===== src/rtl/bit_serial_alu.sv =====
// Bit-serial ALU stage feeding an LSB-first accumulator shift register.
// Drives the accumulator/operand strobes for WIDTH cycles and reports carry/zero flags.
module bit_serial_alu #(
  parameter int unsigned WIDTH = 8
) (
  input  logic       i_clk,
  input  logic       i_rst_n,
  input  logic       i_start,
  input  logic [2:0] i_op,
  input  logic       i_acc_bit,
  input  logic       i_opnd_bit,
  output logic       o_result_bit,
  output logic       o_con_shift,
  output logic       o_con_write,
  output logic       o_opnd_shift,
  output logic       o_busy,
  output logic       o_done,
  output logic       o_carry,
  output logic       o_zero
);

  localparam int unsigned CntW = (WIDTH > 1) ? $clog2(WIDTH) : 1;
  localparam logic [CntW-1:0] CntLast = CntW'(WIDTH - 1);

  typedef enum logic [2:0] {
    OpAdd  = 3'b000,
    OpSub  = 3'b001,
    OpAnd  = 3'b010,
    OpOr   = 3'b011,
    OpXor  = 3'b100,
    OpLoad = 3'b101,
    OpClr  = 3'b110,
    OpPass = 3'b111
  } op_e;

  typedef enum logic [1:0] {StIdle, StRun, StDone} state_e;

  state_e          state_q, state_d;
  op_e             op_q, op_d;
  logic [CntW-1:0] cnt_q, cnt_d;
  logic            carry_q, carry_d;
  logic            zacc_q, zacc_d;
  logic            carry_flag_q, carry_flag_d;
  logic            zero_flag_q, zero_flag_d;

  logic b_eff, cout, res, arith;

  // SUB is a + ~b + 1, with the +1 preloaded into carry_q at start.
  assign b_eff = (op_q == OpSub) ? ~i_opnd_bit : i_opnd_bit;
  assign cout  = (i_acc_bit & b_eff) | (i_acc_bit & carry_q) | (b_eff & carry_q);
  assign arith = (op_q == OpAdd) || (op_q == OpSub);

  always_comb begin
    res = 1'b0;
    unique case (op_q)
      OpAdd, OpSub: res = i_acc_bit ^ b_eff ^ carry_q;
      OpAnd:        res = i_acc_bit & i_opnd_bit;
      OpOr:         res = i_acc_bit | i_opnd_bit;
      OpXor:        res = i_acc_bit ^ i_opnd_bit;
      OpLoad:       res = i_opnd_bit;
      OpClr:        res = 1'b0;
      OpPass:       res = i_acc_bit;
    endcase
  end

  always_comb begin
    state_d      = state_q;
    op_d         = op_q;
    cnt_d        = cnt_q;
    carry_d      = carry_q;
    zacc_d       = zacc_q;
    carry_flag_d = carry_flag_q;
    zero_flag_d  = zero_flag_q;
    o_result_bit = 1'b0;
    o_con_shift  = 1'b0;
    o_con_write  = 1'b0;
    o_opnd_shift = 1'b0;
    o_busy       = 1'b0;
    o_done       = 1'b0;

    case (state_q)
      StIdle: begin
        if (i_start) begin
          op_d    = op_e'(i_op);
          cnt_d   = '0;
          carry_d = (i_op == OpSub);
          zacc_d  = 1'b1;
          state_d = StRun;
        end
      end
      StRun: begin
        o_busy       = 1'b1;
        o_con_shift  = 1'b1;
        o_opnd_shift = 1'b1;
        o_con_write  = (op_q != OpClr);
        o_result_bit = res;
        if (arith) carry_d = cout;
        zacc_d = zacc_q & ~res;
        cnt_d  = cnt_q + 1'b1;
        if (cnt_q == CntLast) begin
          state_d      = StDone;
          carry_flag_d = arith & cout;
          zero_flag_d  = zacc_q & ~res;
        end
      end
      StDone: begin
        o_busy  = 1'b1;
        o_done  = 1'b1;
        state_d = StIdle;
      end
      default: state_d = StIdle;
    endcase
  end

  always_ff @(posedge i_clk or negedge i_rst_n) begin
    if (!i_rst_n) begin
      state_q      <= StIdle;
      op_q         <= OpAdd;
      cnt_q        <= '0;
      carry_q      <= 1'b0;
      zacc_q       <= 1'b0;
      carry_flag_q <= 1'b0;
      zero_flag_q  <= 1'b0;
    end else begin
      state_q      <= state_d;
      op_q         <= op_d;
      cnt_q        <= cnt_d;
      carry_q      <= carry_d;
      zacc_q       <= zacc_d;
      carry_flag_q <= carry_flag_d;
      zero_flag_q  <= zero_flag_d;
    end
  end

  assign o_carry = carry_flag_q;
  assign o_zero  = zero_flag_q;

endmodule


===== config.mk =====
export PLATFORM = sky130hd
export DESIGN_NAME = bit_serial_alu
export DESIGN_NICKNAME = d
export VERILOG_FILES = /design/src/rtl/bit_serial_alu.sv
export SDC_FILE = /design/constraint.sdc
export NUM_CORES = 1
export LEC_CHECK = 0
export CAP_MARGIN = 40
export CELL_PAD_IN_SITES_DETAIL_PLACEMENT = 1
export CELL_PAD_IN_SITES_GLOBAL_PLACEMENT = 2
export CORE_MARGIN = 4
export CORE_UTILIZATION = 32
export CTS_CLUSTER_DIAMETER = 100
export CTS_CLUSTER_SIZE = 20
export DETAILED_ROUTE_END_ITERATION = 16
export GPL_ROUTABILITY_DRIVEN = 0
export PLACE_DENSITY = 0.79
export SLEW_MARGIN = 10
export SYNTH_ARGS = -nofsm -noshare
export SYNTH_HDL_FRONTEND = slang
export SYNTH_SLANG_ARGS = --single-unit

===== constraint.sdc =====
create_clock -name i_clk -period 4.85 [get_ports i_clk]
set_clock_uncertainty 0.2 [all_clocks]
set_input_delay 0.7275 -clock i_clk [delete_from_list [all_inputs] [get_ports i_clk]]
set_output_delay 0.7275 -clock i_clk [all_outputs]
set_load 0.005 [all_outputs]

==> flow_summary.toml, run 1 <==
[sta]
slew_headroom_pct = 62.6
fin_setup_tns_ns = 0
whs_ns = 0.293
fmax_ghz = 0.257
drv_slew = 0
fin_crit_ns = 3.90
rsz0062_at_grt = "no"
worst_pin_slew_ns = 0.559
post-route-period-util_pct = 80.3
setup_violations = 0
finalHoldViolations = 0

[setup_path]
crit_family = "buffers and inverters"
arrival_ns = 2.97
end_kind = "primary output"
start_kind = "input pin"
path_buf_inv = 3
slowest_stage = "clkdlybuf4s50_1"
max_stage_delay_ns = 0.51
critPathMaxFanout = 3
critPathKind = "in2out"
worstPathRequired_ns = 3.92
path_cells = "clkdlybuf4s50_1, inv_1, xnor2_1, fa_1, nor2_1, nor2_1, a21oi_1, and2_1, clkdlybuf4s50_1"

[cts]
cts_inserted_buffers = 3
htreeDepth = 1
clock_sinks = 12
cts_resized = 0
postCtsSetupRepairBufs = 0
worstSkewPairLatency_ns = 0.27
cts_tree = "yes"
cts_buffer_depth = 2
postCtsHoldBufs = 0
cts-root-buf = "clkbuf_4"
clk_pin_slew_ns = 0.08

[synth]
synth_largest_area_cell = "dfrtp_1"
synth_top_cell_area_share_pct = 39.8
ys_ff_latch = 12
synth-edff-count = 0
syn-cell-area_um2 = 754
async_flop_share_pct = 100
synth_flop_cell = "dfrtp_1"
synthTopCellsByArea = "dfrtp_1 (40%), ha_1 (12%), nand2_1 (4.5%)"
synth.avg_cell_area_um2 = 9.67
yosysWarnings = 0
synthCells = 78
yosysSeqAreaShare_pct = 39.8
synth.most_common_cell = "dfrtp_1"
syn_nets = 94
synth_cell_type_count = 26
yosys-top-cells-count = "dfrtp_1 (12), nand2_1 (9), inv_1 (8), ha_1 (7), nor2_1 (6)"

[global_routing]
grt-ovfl-total = 0
globalRouteTotalUtil_pct = 11.3
grt_first_pass_wirelength_um = 2790
antenna_found_initial = 0
grt_pass1_vias = 609
grt_max_degree = 15

[drt]
vias_per_cell = 5.08
first_pass_iters = 4
wl_per_cell_um = 14.0
drc = 0
wl_um = 1680
postRouteAntennaNets = 0
first_iter_violations = 6
dr_total_vias = 610

[die]
boundaryPins = 16
fp.coreArea_um2 = 2230
die_h_um = 56.6
rows = 17
start_util_pct = 33.8
die_w_um = 56.6
die-area_um2 = 3200

[cells_and_area]
nets = 109
stdcell_count = 120
post-route-util_pct = 42.1
diodes = 0
num-fill-cells = 264
drive_gt1_share_pct = 10.9
syn_to_final_growth_pct = 24.5

[placement]
hpwl_um = 1310
placed_cells = 116
io_buffers = 15

[power]
leakage_nw = 0.431
irDropWorstVdd_v = 0.000252
power_uw = 560
power-per-cell-area_nw_per_um2 = 596

[run_status]
status = "completed"

[hold_path]
hold_class = "reg2reg"

[flow_run]
maxCapViolations = 0
## cell families (layout without fill, tap and decap cells)
| logic type | Yosys count | count (layout) | synth area share [%] |
|---|---|---|---|
| buf+inv | 13 | 27 | 8.79 |
| fa+ha+maj | 8 | 8 | 14.3 |
| simple gates | 21 | 21 | 12.8 |
| mux | 4 | 4 | 5.80 |
| compound gates | 19 | 19 | 17.4 |
| xor+xnor | 1 | 1 | 1.16 |
| flops | 12 | 12 | 39.8 |
## cell usage in the layout (no fill, tap or decap), drive strengths merged
cell,count
o221a,1
o211ai,1
ha,7
o21ai,4
nand2,9
a21oi,5
and3,1
nand3,2
mux2,3
clkdlybuf4s50,15
fa,1
mux2i,1
o211a,1
xnor2,1
o41ai,1
and2,1
a31oi,4
dfrtp,12
clkbuf,4
a32o,2
nor2,6
inv,8
nand2b,2
## path summary, 6_finish.rpt
path	startpoint	end	slack, ns	cells past startpoint
worst min-delay path	o_zero	o_zero	0.29	2
worst min register to register	o_zero	o_zero	0.29	2
worst max register to register	op_q[1]	zacc_q	2.64	8
max in group asynchronous	i_rst_n	cnt_q[2]	3.48	1
min in group asynchronous	i_rst_n	o_carry	0.61	1
worst max-delay path	i_opnd_bit	o_result_bit	0.95	9
## stage by stage
stage | instance area, µm² | setup WS (ns)
finish | 940 | 0.955
global route | 940 | 0.799
CTS | 940 | 0.961
detailed placement | 903 | 0.963
global placement | 903 | 1.02
floorplan | 754 | 2.09
## per-layer routing
metal  part of all wire, %  track usage, %
met5                     0               0
met4                  0.77            2.03
met3                   6.1            5.06
met2                    48            18.6
met1                    45            13.6
## worst reg2reg max path, delay by kind of cell, from the launching register on
family,cells,cell delay [ns]
XOR/XNOR,1,0.18
AO/OA/AOI/OAI,2,0.35
flip-flops,1,0.47
AND/OR/NAND/NOR,4,0.45
adder cells (fa/ha/maj),1,0.43
## final cells by class
type	instances	area [µm²]	share of cell area, %
Inverter	8	30.0	3.20
Sequential cell	12	300	32.0
Timing Repair Buffer	15	150	16.0
Multi-Input combinational cell	53	388	41.3
Clock buffer	4	36.3	3.86
Tap cell	28	35.0	3.73
## power breakdown
part,switching (mW),internal [mW],leakage [nW]
Clock,0.0360,0.0456,0.0210
Combinational,0.131,0.154,0.268
Sequential,0.0482,0.146,0.142
Total,0.215,0.345,0.431
## flip-flops by register name (all words and copies together) (netlist names)
name and count:
zacc_q 1, o_zero 1, o_carry 1, op_q 3, carry_q 1, cnt_q 3, state_q 2
No activity file was read; power rests on OpenSTA's default activity.
==> run 2, diff against run 1 <==
--- a/config.mk
+++ b/config.mk
@@ -9,12 +9,12 @@
 export CELL_PAD_IN_SITES_DETAIL_PLACEMENT = 1
 export CELL_PAD_IN_SITES_GLOBAL_PLACEMENT = 2
 export CORE_MARGIN = 4
-export CORE_UTILIZATION = 32
+export CORE_UTILIZATION = 27
 export CTS_CLUSTER_DIAMETER = 100
 export CTS_CLUSTER_SIZE = 20
 export DETAILED_ROUTE_END_ITERATION = 16
 export GPL_ROUTABILITY_DRIVEN = 0
-export PLACE_DENSITY = 0.79
+export PLACE_DENSITY = 0.71
 export SLEW_MARGIN = 10
 export SYNTH_ARGS = -nofsm -noshare
 export SYNTH_HDL_FRONTEND = slang
==> constraint.sdc (replaced) <==
create_clock -name i_clk -period 3.45 [get_ports i_clk]
set_clock_uncertainty 0.2 [all_clocks]
set_input_delay 0.5175 -clock i_clk [delete_from_list [all_inputs] [get_ports i_clk]]
set_output_delay 0.5175 -clock i_clk [all_outputs]
set_load 0.005 [all_outputs]
==> run 2 against run 1 <==
  * Critical path depth did not move
  * Worst hold slack lost 0.0025 ns
  * Combinational power up 52%
  * Sequential cell count is the same
  * Final area up 1.5%
  * Sequential power up 42%
==> flow_summary.toml, run 2 (synthesis gave the netlist of run 1 again) <==
[drt]
dr_total_vias = 619
vias_per_cell = 5.03
wl_per_cell_um = 14.1
first_iter_violations = 10
drc = 0
wl_um = 1730
postRouteAntennaNets = 0
first_pass_iters = 3

[power]
power_frac_comb_pct = 54.4
power_frac_clock_pct = 11.0
seq_power_share_pct = 34.6
p_int_uw = 484
power_uw = 795
irDropWorstVdd_v = 0.000322
swShare_pct = 39.1
leakage_nw = 0.442
power-per-cell-area_nw_per_um2 = 834
power_switching_uw = 311

[cts]
worstSkewPairLatency_ns = 0.27
cts_inserted_buffers = 3
cts-root-buf = "clkbuf_4"
cts_buffer_depth = 2
htreeDepth = 1
cts_tree = "yes"
clock_sinks = 12
clk_pin_slew_ns = 0.07

[global_routing]
grt_first_pass_wirelength_um = 3080
grt-ovfl-total = 0
grt_max_degree = 14
antenna_found_initial = 0
globalRouteTotalUtil_pct = 11.4
grt_pass1_vias = 665

[hold_path]
hold_class = "reg2reg"
hp-start = "o_carry"
hold_end = "o_carry"
holdPathStages = 2

[cells_and_area]
mostFrequentLayoutCells = "clkdlybuf4s50_1 (14), dfrtp_1 (11), nand2_1 (9)"
seq_area_um2 = 302
multi_input_area_um2 = 394
diodes = 0
nets = 111
final_common_cell = "clkdlybuf4s50_1"
drive_gt1_share_pct = 15.1
num-fill-cells = 318
reg.largest.list = "cnt_q: 3 flops, op_q: 3 flops, state_q: 2 flops"
syn_to_final_growth_pct = 26.4

[flow_run]
maxCapViolations = 0

[sta]
drv_slew = 0
slew_headroom_pct = 60.9
post-route-period-util_pct = 94.7
setup_violations = 0
fmax_ghz = 0.306
fin_setup_tns_ns = 0
worst_pin_slew_ns = 0.585
fin_crit_ns = 3.27
rsz0062_at_grt = "no"
finalHoldViolations = 0

[setup_path]
rr_worst_depth = 9
arrival_ns = 2.55
rr_endpoint = "zacc_q"
start_kind = "flip-flop"
r2r_setup_slack_ns = 1.28
critPathKind = "reg2out"
crit_start = "op_q[1]"
r2r-start = "op_q[1]"
critPathMaxFanout = 8
worstPathRequired_ns = 2.73
end_kind = "primary output"

[die]
boundaryPins = 16
fp.coreArea_um2 = 2570
die-area_um2 = 3700
start_util_pct = 29.4
rows = 18
die_w_um = 60.9
die_h_um = 60.9

[run_status]
status = "completed"

[placement]
io_buffers = 15
hpwl_um = 1340
-- run 2: cell types whose count changed in the layout (fill, tap and decap cells not counted) --
cell	previous run	this run
dlymetal6s2s_1	0	1
a21oi_1	5	4
a21oi_2	0	1
clkbuf_8	1	0
dfrtp_2	0	1
nor2_2	0	1
clkdlybuf4s50_1	15	14
buf_4	0	2
dfrtp_1	12	11
nor2_1	6	5
-- run 2: final cells by class --
class | count | share of cell area (%)
Multi-Input combinational cell | 53 | 41.3
Timing Repair Buffer | 17 | 17.6
Tap cell | 30 | 3.94
Sequential cell | 12 | 31.6
Clock buffer | 3 | 2.36
Inverter | 8 | 3.15
-- run 2: stage by stage --
step	hold slack (ns)	worst slack [ns]	instances	cell area (µm²)	utilization [%]
finish	0.290	0.183	123	953	37.1
global route	0.309	0.0178	123	953	37.1
CTS	0.292	0.00717	123	943	36.7
detailed placement	0.268	0.0182	120	921	35.9
global placement	0.261	0.0681	120	921	35.9
floorplan	0.0219	0.952	78	754	-
-- run 2: repair_timing --
item                       in CTS  in global routing
resized for setup               0                  4
setup endpoints to repair       0                  1
buffers inserted                0                  0
hold buffers                    0                  0
-- run 2: power by group through the flow --
stage | Combinational (mW) | Sequential [mW] | Clock (mW)
final | 0.432 | 0.275 | 0.0875
after global routing | 0.486 | 0.289 | 0.101
after CTS | 0.432 | 0.273 | 0.0906
after detailed placement | 0.430 | 0.276 | 0
after global placement | 0.423 | 0.273 | 0
after floorplan | 0.299 | 0.241 | 0
-- run 2: layer usage --
layer | vias to the layer above | part of all wire (%) | global-route usage [%]
met5 | - | 0 | 0
met4 | 0 | 1.2 | 2.79
met3 | 4 | 5.4 | 4.47
met2 | 12 | 45 | 18.0
met1 | 304 | 49 | 14.6
li1 | 299 | - | -
-- run 2: worst max-delay path: stages, from the launching register on --
cell and delay [ns]:
dfrtp_2 0.46, nor2_2 0.16, nand2_1 0.08, xnor2_1 0.20, fa_1 0.43, nor2_1 0.11, nor2_1 0.05, a21oi_2 0.15
and2_1 0.13, clkdlybuf4s50_1 0.49
-- run 2: worst max path at each step --
stage              endpoint  slack, ns  cells past startpoint
6_report       o_result_bit       0.18                      9
4_1_cts        o_result_bit      0.007                      9
3_3_place_gp   o_result_bit       0.07                      9
2_1_floorplan  o_result_bit       0.95                      9
3_5_place_dp   o_result_bit       0.02                      9
5_1_grt        o_result_bit       0.02                      9
